--- src/rtl/mem_interface_unit.sv ---
// Byte-wide bridge from the multicycle controller to a handshaked memory; owns IR and MDR.
// Optional MEM_TIMEOUT_EN aborts a WAIT that outlasts TIMEOUT cycles; stall holds the controller meanwhile.
module mem_interface_unit #(
    parameter int WIDTH      = 8,
    parameter int ADDR_WIDTH = 8,
    parameter int TIMEOUT    = 15
) (
    input  logic                  clk,
    input  logic                  rst,
    input  logic                  memread,
    input  logic                  memwrite,
    input  logic                  iord,
    input  logic [3:0]            irwrite,
    input  logic [ADDR_WIDTH-1:0] pc,
    input  logic [ADDR_WIDTH-1:0] aluout,
    input  logic [WIDTH-1:0]      wdata,
    output logic                  mem_req,
    output logic                  mem_we,
    output logic [ADDR_WIDTH-1:0] mem_addr,
    output logic [WIDTH-1:0]      mem_wdata,
    input  logic                  mem_ack,
    input  logic [WIDTH-1:0]      mem_rdata,
    output logic                  stall,
    output logic [4*WIDTH-1:0]    instr,
    output logic [WIDTH-1:0]      mdr,
    output logic                  err
);

    localparam logic [1:0] IDLE = 2'd0;
    localparam logic [1:0] WAIT = 2'd1;
    localparam logic [1:0] DONE = 2'd2;

    logic [1:0] state;
    logic [3:0] irw_q;
    logic       access;

`ifdef MEM_TIMEOUT_EN
    localparam int CW = (TIMEOUT < 16) ? 4 : $clog2(TIMEOUT + 1);
    logic [CW-1:0] cnt;
`endif

    assign access  = memread | memwrite;
    assign mem_req = (state == WAIT);

    // Request cycle must stall combinationally so the controller never sees an unstalled strobe.
    always_comb begin
        stall = 1'b0;
        case (state)
            IDLE:    stall = access;
            WAIT:    stall = 1'b1;
            default: stall = 1'b0;
        endcase
    end

    always_ff @(posedge clk) begin
        if (rst) begin
            state     <= IDLE;
            mem_we    <= 1'b0;
            mem_addr  <= '0;
            mem_wdata <= '0;
            irw_q     <= 4'd0;
            instr     <= '0;
            mdr       <= '0;
            err       <= 1'b0;
`ifdef MEM_TIMEOUT_EN
            cnt       <= '0;
`endif
        end else begin
            case (state)
                IDLE: begin
                    if (access) begin
                        mem_addr  <= iord ? aluout : pc;
                        mem_we    <= memwrite;
                        mem_wdata <= wdata;
                        irw_q     <= irwrite;
                        if (memread && memwrite)
                            err <= 1'b1;
`ifdef MEM_TIMEOUT_EN
                        cnt   <= '0;
`endif
                        state <= WAIT;
                    end
                end
                WAIT: begin
                    if (mem_ack) begin
                        if (!mem_we) begin
                            if (irw_q == 4'd0)
                                mdr <= mem_rdata;
                            for (int i = 0; i < 4; i++)
                                if (irw_q[i])
                                    instr[i*WIDTH +: WIDTH] <= mem_rdata;
                        end
                        state <= DONE;
                    end
`ifdef MEM_TIMEOUT_EN
                    // cnt holds completed WAIT cycles; this edge would make it TIMEOUT.
                    else if (cnt == CW'(TIMEOUT - 1)) begin
                        err   <= 1'b1;
                        state <= DONE;
                    end else begin
                        cnt <= cnt + 1'b1;
                    end
`endif
                end
                default: state <= IDLE;
            endcase
        end
    end

endmodule

--- config.mk ---
export PLATFORM = sky130hd
export DESIGN_NAME = mem_interface_unit
export DESIGN_NICKNAME = d
export VERILOG_FILES = /design/src/rtl/mem_interface_unit.sv
export SDC_FILE = /design/constraint.sdc
export NUM_CORES = 1
export LEC_CHECK = 0
export ABC_AREA = 1
export CAP_MARGIN = 10
export CORE_MARGIN = 8
export CORE_UTILIZATION = 35
export DETAILED_ROUTE_END_ITERATION = 16
export HOLD_SLACK_MARGIN = 0.06
export PLACE_DENSITY = 0.73
export SYNTH_ARGS = -nofsm -noshare
export SYNTH_HDL_FRONTEND = slang
export SYNTH_SLANG_ARGS = --single-unit
--- constraint.sdc ---
create_clock -name clk -period 1.55 [get_ports clk]
set_input_delay 0.465 -clock clk [delete_from_list [all_inputs] [get_ports clk]]
set_output_delay 0.465 -clock clk [all_outputs]
set_load 0.05 [all_outputs]
==> summary.txt, run 1 <==
Run status
  – Status: complete, but fails checks
  – Violated checks: negative setup slack

Power and ir drop
  – Max VDD drop: 0.729 mV
  – LEAKAGE: 1.89 nW
  – Power per cell area: 1070 mW/mm2

Logic synthesis
  – Synth Register Bits: 64
  – Syn_area_per_cell: 7.34 um2
  – Post-synthesis sequential area ratio: 51.8%
  – Synth area leaders: dfxtp_1, nor2_1, o21ai_0, nand2_1, inv_1
  – Mapped cell area: 0.00247 mm2
  – Ys Warns: 0
  – Yosys cell types: 22
  – Synth Instances: 337
  – Yosys top cell by area: dfxtp_1
  – Post-synth top area share: 51.8%
  – Syn_nets: 379

Layout
  – Final Instance Count excl. Fillers: 549
  – Layout cells sized above 1: 23.0%
  – Layout Nets: 491
  – Synthesis-to-finish area growth: 81.0%
  – Antenna diode instance count: 0

CTS
  – TritonCTS Buffers: 9
  – CTS tree: yes
  – Worst-Skew Late Latency: 0.34 ns
  – Number of H-tree levels: 3
  – Sink Count: 64
  – Hold_buf cts: 0
  – Longest Clk Path Bufs: 2
  – Root buffer cell: clkbuf_8
  – Clock slew at the register clock pins of the worst setup and hold paths: 0.07 ns

Worst setup path
  – Crit start category: register
  – Critical path's slowest cell: dfxtp_4
  – Crit. Startpoint: state[1]$_SDFFE_PP0P_
  – Biggest cell delay along the critical path: 0.36 ns
  – CP endpoint kind: output pin
  – Worst Path Max Fanout: 3
  – Delay-heaviest family, CP: flip-flops
  – Worst path depth: 4
  – Buffer and inverter count on the worst path: 1
  – R2R cell count: 6
  – Crit path cell chain: nor2_4 > o21ai_4 > nand2_2 > buf_8
  – Crit path capture: stall
  – Critical Path RT: 1.08 ns
  – WP data arrival: 1.14 ns
  – Worst reg2reg path startpoint: mem_we$_SDFFE_PP0P_
  – WS Path Type: register to output pin
  – R2R Setup Slk: 0.23 ns
  – Reg-to-Reg End: mdr[4]$_SDFFE_PP0P_

Global routing
  – First-pass GRT wire length: 11,900 um
  – Vias in the first global route: 2,431
  – Total global-route track usage: 15.0%
  – Largest net degree at the start of global routing: 46
  – Initial antenna violation count: 0
  – GR Overflow Total: 0

Placement
  – Placed Cells: 532
  – Placed wire-length estimate: 5580 um
  – Placer congestion estimate: 0.757
  – Dpl ws: -0.282 ns
  – # port buffers: 101

Timing
  – Post-route clock period utilization: 104%
  – Worst hold margin: 0.489 ns
  – Tmin final: 1.60 ns
  – Worst slew margin: 65.3%
  – Final Hold Viols: 0
  – Setup ws final: -0.0543 ns
  – Least-Margin Pin Slew: 0.518 ns
  – RSZ-0062 raised after global routing: yes
  – Final setup violation count: 1
  – Worst clock skew: 0.00874 ns
  – Final slew viol count: 0
  – F_max: 623 MHz

Die
  – Chip height: 100 um
  – Rows: 30
  – Num ports: 102
  – Width of the die: 100 um
  – Die area: 0.0100 mm2
  – Initial core utilization: 36.2%
  – CORE AREA: 0.00683 mm2

Detailed routing
  – Routed vias/inst: 4.45
  – DRT Wirelength: 7160 um
  – Antenna Violating Nets Remaining: 0
  – Vias: 2,445
  – WL/cell: 13.0 um
  – Drt initial violations: 75
  – First-pass detailed-route iteration total: 4
  – DRC errors left: 0

Flow run
  – Max_cap viols: 0

Hold path
  – Class of the worst hold path: register to register
==> cells in the mapped netlist <==
library cell and count:
o21ai_4 1, nor2_1 120, clkinv_2 4, nand2_1 27
nor2_2 1, buf_4 3, inv_4 1, a31oi_1 1
and3_1 1, inv_1 24, nand3_1 9, buf_2 1
buf_1 1, nor3_1 1, nand2_2 5, inv_2 2
nor2_4 3, a21oi_1 3, dfxtp_1 64, o21ai_1 4
o21ai_0 56, clkbuf_1 5
==> how the worst min path moves through the flow <==
| stage | from | to | slack [ns] | depth (start not counted) |
|---|---|---|---|---|
| 3_5_place_dp | irw_q[2]$_SDFFE_PP0P_ | irw_q[2]$_SDFFE_PP0P_ | 0.48 | 2 |
| 5_1_grt | irw_q[2]$_SDFFE_PP0P_ | irw_q[2]$_SDFFE_PP0P_ | 0.53 | 2 |
| 3_3_place_gp | irw_q[2]$_SDFFE_PP0P_ | irw_q[2]$_SDFFE_PP0P_ | 0.47 | 2 |
| 6_report | irw_q[2]$_SDFFE_PP0P_ | irw_q[2]$_SDFFE_PP0P_ | 0.49 | 2 |
| 4_1_cts | state[1]$_SDFFE_PP0P_ | state[1]$_SDFFE_PP0P_ | 0.48 | 1 |
| 2_1_floorplan | irw_q[3]$_SDFFE_PP0P_ | irw_q[3]$_SDFFE_PP0P_ | 0.46 | 2 |
==> final cells by class <==
type	instances	area [um2]
flip-flops and latches	64	1290
inverters	31	124
multi-input cells	232	1030
clock buffers	12	155
well taps	96	120
repair buffers	111	1690
fillers	589	2360
clock inverters	3	65.1
==> flip-flops by register name (all words and copies together), names as in the netlist <==
register,flops
err,1
instr,32
irw_q,4
mdr,8
mem_addr,8
mem_wdata,8
mem_we,1
state,2
==> timing repair <==
action / CTS / global route
pin swaps: 1 / 1
resized for setup: 9 / 2
endpoints found under the setup margin: 2 / 8
setup buffers: 1 / 1
==> worst register-to-register path, cell delays in order (launching register included) <==
cell and delay (ns):
dfxtp_1 0.39, inv_1 0.10, nand2_1 0.05, nor2_1 0.42, nand3_1 0.13, nand2_1 0.10, nor2_1 0.04
==> cell usage in the layout (no fill, tap or decap), types with 3 or more instances in the layout <==
cell | netlist | layout
clkbuf_8 | 0 | 11
clkdlybuf4s50_1 | 0 | 39
a21oi_1 | 3 | 3
o21ai_1 | 4 | 4
inv_1 | 24 | 24
clkinv_2 | 4 | 5
buf_4 | 3 | 9
dfxtp_1 | 64 | 62
nor2_4 | 3 | 4
o21ai_0 | 56 | 56
buf_12 | 0 | 60
nand2_1 | 27 | 26
nand3_1 | 9 | 9
nor2_1 | 120 | 120
nand2_2 | 5 | 5
==> logic make-up after synthesis <==
kind of cell           synth area share (%)
AND/OR/NAND/NOR                        27.5
AO/OA/AOI/OAI                          13.7
flip-flops                             51.8
buffers and inverters                  7.03
==> per-layer routing <==
metal / track usage [%] / routed length (um) / vias to the layer above / share of wire [%]
li1: - / - / 1283 / -
met1: 17.1 / 3170 / 1067 / 44
met2: 24.5 / 3310 / 88 / 46
met3: 7.06 / 606 / 7 / 8.5
met4: 3.84 / 72 / 0 / 1.0
met5: 0 / 0 / - / 0
==> through the flow <==
step	power, mW	util [%]	setup TNS (ns)	instance area [um2]
final	4.79	65.5	-0.0543	4470
after global routing	5.02	65.5	-0.119	4470
after floorplan	2.53	-	0	2470
after CTS	4.82	65.2	-0.0967	4460
after detailed placement	3.21	61.7	-12.02	4210
after global placement	3.18	61.7	-10.08	4210
==> where the power goes <==
group	internal, mW	switching, mW	leakage, nW	total [mW]
clock network	0.983	0.624	0.112	1.61
registers	1.76	0.118	0.524	1.88
logic	0.605	0.697	1.25	1.30
(Power assumes the default switching activity.)
==> inputs of run 2 (changes only) <==
Settings changed: SETUP_SLACK_MARGIN from default to 0.2.
==> run 2 against run 1 <==
  * The run still ends with negative setup slack left
  * Register-to-register slack improved by 0.06 ns
  * Cell area increased by 1.6%
  * First-iteration DRC count decreased by 44%
  * Worst hold slack got worse by 0.015 ns
  * Core utilization increased by 1.0 points
  * Flip-flop and latch count unchanged
  * Sequential power about the same
  * Worst setup slack improved by 0.0098 ns
  * Critical endpoint unchanged
==> summary.txt, run 2 (synthesized netlist as in run 1, its figures left out) <==
Detailed routing
  – Vias: 2,482
  – Drt initial violations: 42
  – DRT Wirelength: 7340 um
  – Routed vias/inst: 4.50
  – DRC errors left: 0
  – Antenna Violating Nets Remaining: 0
  – First-pass detailed-route iteration total: 4
  – WL/cell: 13.3 um

Die
  – Rows: 30
  – Chip height: 100 um
  – Die area: 0.0100 mm2
  – Width of the die: 100 um
  – Initial core utilization: 36.2%
  – Num ports: 102
  – CORE AREA: 0.00683 mm2

Layout
  – Layout cells sized above 1: 36.2%
  – Commonest non-fill, non-tap cell in the layout: nor2_1
  – Synthesis-to-finish area growth: 83.9%
  – Fill count: 594
  – Largest reg by FF count: instr
  – Post-route cell area: 0.00455 mm2
  – Max FFs per register: 32
  – Layout Nets: 493
  – Final Instance Count excl. Fillers: 552
  – Antenna diode instance count: 0
  – Most frequent cells in the layout: nor2_1, buf_12, dfxtp_2

CTS
  – Clock slew at the register clock pins of the worst setup and hold paths: 0.06 ns
  – Sink Count: 64
  – TritonCTS Buffers: 9
  – CTS tree: yes
  – Root buffer cell: clkbuf_8
  – Number of H-tree levels: 3
  – Hold_buf cts: 0
  – Worst-Skew Late Latency: 0.34 ns
  – Longest Clk Path Bufs: 2

Global routing
  – Initial antenna violation count: 0
  – Vias in the first global route: 2,515
  – Largest net degree at the start of global routing: 44
  – First-pass GRT wire length: 12,000 um
  – Total global-route track usage: 15.2%
  – GR Overflow Total: 0

Timing
  – Least-Margin Pin Slew: 0.307 ns
  – Worst clock skew: 0.00642 ns
  – Final Hold Viols: 0
  – Worst slew margin: 79.5%
  – Post-route clock period utilization: 103%
  – Final slew viol count: 0
  – Final setup violation count: 2
  – RSZ-0062 raised after global routing: yes
  – Setup ws final: -0.0445 ns
  – F_max: 627 MHz
  – Tmin final: 1.59 ns

Run status
  – Status: complete, but fails checks
  – Violated checks: negative setup slack

Placement
  – # port buffers: 101
  – Area after DPL: 0.00423 mm2
  – Placed wire-length estimate: 5670 um
  – Placer congestion estimate: 0.755
  – Placed Cells: 533

Worst setup path
  – Worst Path Max Fanout: 2
  – Critical Path RT: 1.08 ns
  – WP data arrival: 1.13 ns
  – Crit start category: primary input
  – WS Path Type: primary input to output pin
  – CP endpoint kind: output pin

Hold path
  – Class of the worst hold path: register to register

Flow run
  – Max_cap viols: 0

Power and ir drop
  – LEAKAGE: 1.91 nW
  – Power per cell area: 1000 mW/mm2
  – Max VDD drop: 0.620 mV
-- run 2: cell count changes in the layout (fill, tap and decap cells not counted), sizes merged --
cell,previous run,this run
dlygate4sd2,2,3
bufinv,2,0
clkdlybuf4s50,39,38
clkinvlp,0,1
buf,70,72
clkbuf,12,14
-- run 2: stage by stage --
| stage | TNS (ns) | power [mW] | hold slack (ns) | worst slack [ns] | util, % |
|---|---|---|---|---|---|
| 2_1_floorplan | 0 | 2.54 | 0.457 | 0.221 | - |
| 3_3_place_gp | -11.53 | 3.19 | 0.471 | -0.280 | 61.9 |
| 4_1_cts | -0.113 | 4.55 | 0.493 | -0.0575 | 65.5 |
| 5_1_grt | -0.149 | 4.75 | 0.491 | -0.0751 | 66.5 |
| 3_5_place_dp | -12.87 | 3.22 | 0.485 | -0.318 | 61.9 |
| 6_report | -0.0755 | 4.55 | 0.475 | -0.0445 | 66.5 |
-- run 2: layout make-up --
| type | instances | area [um2] | share of cell area (%) |
|---|---|---|---|
| inverters | 31 | 126 | 2.78 |
| clock buffers | 14 | 173 | 3.80 |
| well taps | 96 | 120 | 2.64 |
| repair buffers | 113 | 1730 | 38.0 |
| flip-flops and latches | 64 | 1360 | 29.9 |
| multi-input cells | 232 | 1030 | 22.6 |
| clock inverters | 2 | 12.5 | 0.275 |
-- run 2: report_power, final --
group | leakage, nW | total [mW] | switching (mW) | internal (mW)
sequential | 0.549 | 1.90 | 0.117 | 1.78
combinational | 1.27 | 1.34 | 0.710 | 0.631
clock | 0.0927 | 1.32 | 0.606 | 0.710
total | 1.91 | 4.55 | 1.43 | 3.12
-- run 2: worst paths after layout --
path	from	end	slack, ns	depth (start not counted)
worst min-delay path	state[1]$_SDFFE_PP0P_	state[1]$_SDFFE_PP0P_	0.47	1
worst max-delay path	memread	stall	-0.04	4
worst max register to register	state[1]$_SDFFE_PP0P_	instr[26]$_SDFFE_PP0P_	0.29	6
worst min register to register	state[1]$_SDFFE_PP0P_	state[1]$_SDFFE_PP0P_	0.47	1
-- run 2: per-layer routing --
| layer | wire length (um) | global-route usage, % | part of all wire (%) |
|---|---|---|---|
| met3 | 628 | 7.13 | 8.6 |
| met4 | 92 | 5.93 | 1.3 |
| met2 | 3680 | 26.5 | 50 |
| met5 | 0 | 0 | 0 |
| met1 | 2950 | 15.4 | 40 |
-- run 2: what timing repair did --
item	4_1_cts	5_1_grt
endpoints found under the hold margin	0	0
resized for setup	40	32
pin swaps	2	0
endpoints found under the setup margin	86	47
setup buffers	1	2
-- run 2: critical path, stage by stage --
cell and delay (ns):
dlygate4sd2_1 0.27, o21ai_4 0.18, nand2_4 0.07, buf_8 0.15
==> inputs of run 3 (changes only) <==
Settings changed: DONT_BUFFER_PORTS from default to 1, PLACE_DENSITY 0.73 to 0.55.
==> run 3 against run 2 <==
  * The flow now finishes without violations
  * Fmax rose by 3.2%
  * Non-clock buffer count fell by 99
  * Worst setup slack improved by 0.049 ns
  * Power fell by 7.7%
  * Routed wire length fell by 8.2%
==> summary.txt, run 3 (synthesized netlist as in run 1, its figures left out) <==
Run status
  – Status: complete, no violations

Global routing
  – Initial antenna violation count: 0
  – Vias in the first global route: 2,033
  – Largest net degree at the start of global routing: 62
  – Total global-route track usage: 13.3%
  – First-pass GRT wire length: 10,300 um
  – GR Overflow Total: 0

Detailed routing
  – WL/cell: 14.9 um
  – Routed vias/inst: 4.75
  – First-pass detailed-route iteration total: 4
  – Antenna Violating Nets Remaining: 0
  – DRT Wirelength: 6740 um
  – Drt initial violations: 48
  – Vias: 2,150
  – DRC errors left: 0

Power and ir drop
  – Net Sw Frac: 32.6%
  – Clock group share of total power: 34.5%
  – LEAKAGE: 1.41 nW
  – Power per cell area: 1260 mW/mm2
  – Max VDD drop: 0.476 mV
  – Sequential power share: 52.0%
  – Logic pwr share: 13.5%
  – Int Power: 2.83 mW
  – P_sw: 1.37 mW

CTS
  – Number of H-tree levels: 3
  – Longest Clk Path Bufs: 2
  – Root buffer cell: clkbuf_8
  – TritonCTS Buffers: 9
  – Hold_buf cts: 0
  – Clock slew at the register clock pins of the worst setup and hold paths: 0.07 ns
  – Sink Count: 64
  – Worst-Skew Late Latency: 0.34 ns
  – CTS tree: yes

Die
  – Die area: 0.0100 mm2
  – Num ports: 102
  – CORE AREA: 0.00683 mm2
  – Rows: 30
  – Width of the die: 100 um
  – Chip height: 100 um
  – Initial core utilization: 36.2%

Timing
  – Final setup violation count: 0
  – Tmin final: 1.55 ns
  – F_max: 647 MHz
  – Worst hold margin: 0.176 ns
  – Worst clock skew: 0.00397 ns
  – Least-Margin Pin Slew: 0.368 ns
  – Post-route clock period utilization: 99.7%
  – Final Hold Viols: 0
  – Final slew viol count: 0
  – Post-route setup TNS: 0 ns
  – Worst slew margin: 75.4%
  – RSZ-0062 raised after global routing: yes

Flow run
  – Max_cap viols: 0

Layout
  – Antenna diode instance count: 0
  – Max FFs per register: 32
  – Final Instance Count excl. Fillers: 453
  – Layout Utilization: 48.6%
  – Layout cells sized above 1: 44.5%
  – Synthesis-to-finish area growth: 34.4%
  – Layout Nets: 394
  – Most frequent cells in the layout: nor2_1, dfxtp_2, nand2_1, o21ai_2, o21ai_0
  – Largest reg by FF count: instr
  – Commonest non-fill, non-tap cell in the layout: nor2_1

Worst setup path
  – Critical Path RT: 1.08 ns
  – WP data arrival: 1.08 ns
  – WS Path Type: register to output pin
  – CP endpoint kind: output pin
  – Crit start category: register
  – Worst Path Max Fanout: 4

Placement
  – Placed wire-length estimate: 4740 um
  – Placed Cells: 431
  – Placer congestion estimate: 0.729
  – # port buffers: 0

Hold path
  – Class of the worst hold path: primary input to register
==> run 3: final timing paths <==
check                        start                     end  slack, ns  cells past startpoint
max reg2reg  state[1]$_SDFFE_PP0P_  instr[21]$_SDFFE_PP0P_       0.07                      7
min reg2reg  state[1]$_SDFFE_PP0P_   state[1]$_SDFFE_PP0P_       0.46                      1
max          state[1]$_SDFFE_PP0P_                   stall      0.005                      3
min                            rst     mem_we$_SDFFE_PP0P_       0.18                      1
==> run 3: per-layer routing <==
layer | global-route usage, % | up-vias | part of all wire [%]
met5 | 0 | - | 0
met4 | 7.33 | 0 | 2.5
met3 | 7.40 | 15 | 14
met2 | 20.5 | 82 | 44
met1 | 14.2 | 960 | 40
li1 | - | 1093 | -
==> run 3: repair_timing <==
item,in CTS,in global routing
pin swaps,2,61
endpoints found under the setup margin,59,28
gates resized for setup,68,130
setup buffers,3,3
==> run 3: power by group through the flow <==
stage / clock network [mW] / registers [mW] / logic, mW
after floorplan: 0 / 2.19 / 0.356
after global placement: 0 / 2.20 / 0.439
after detailed placement: 0 / 2.20 / 0.446
after CTS: 1.50 / 2.18 / 0.476
after global routing: 1.56 / 2.20 / 0.639
final: 1.45 / 2.19 / 0.566
==> run 3: stage by stage <==
step                setup slack, ns  instance area (um2)  power (mW)
floorplan                     0.221                 2480        2.54
global placement              0.265                 2620        2.63
detailed placement            0.246                 2620        2.64
CTS                         -0.0331                 2950        4.16
global route                -0.0475                 3320        4.40
finish                      0.00458                 3320        4.20
==> run 3: critical path: stages (launching register included) <==
cell and delay [ns]:
dfxtp_4 0.36, nor2_4 0.14, o21ai_4 0.08, nand2_4 0.15
==> run 3: final cells by class <==
cell class,instances,area (um2)
fill,708,3510
sequential,64,1370
multi-input combinational,232,1320
inverter,31,171
clock buffer,14,163
timing repair buffer,14,144
tap,96,120
clock inverter,2,37.5
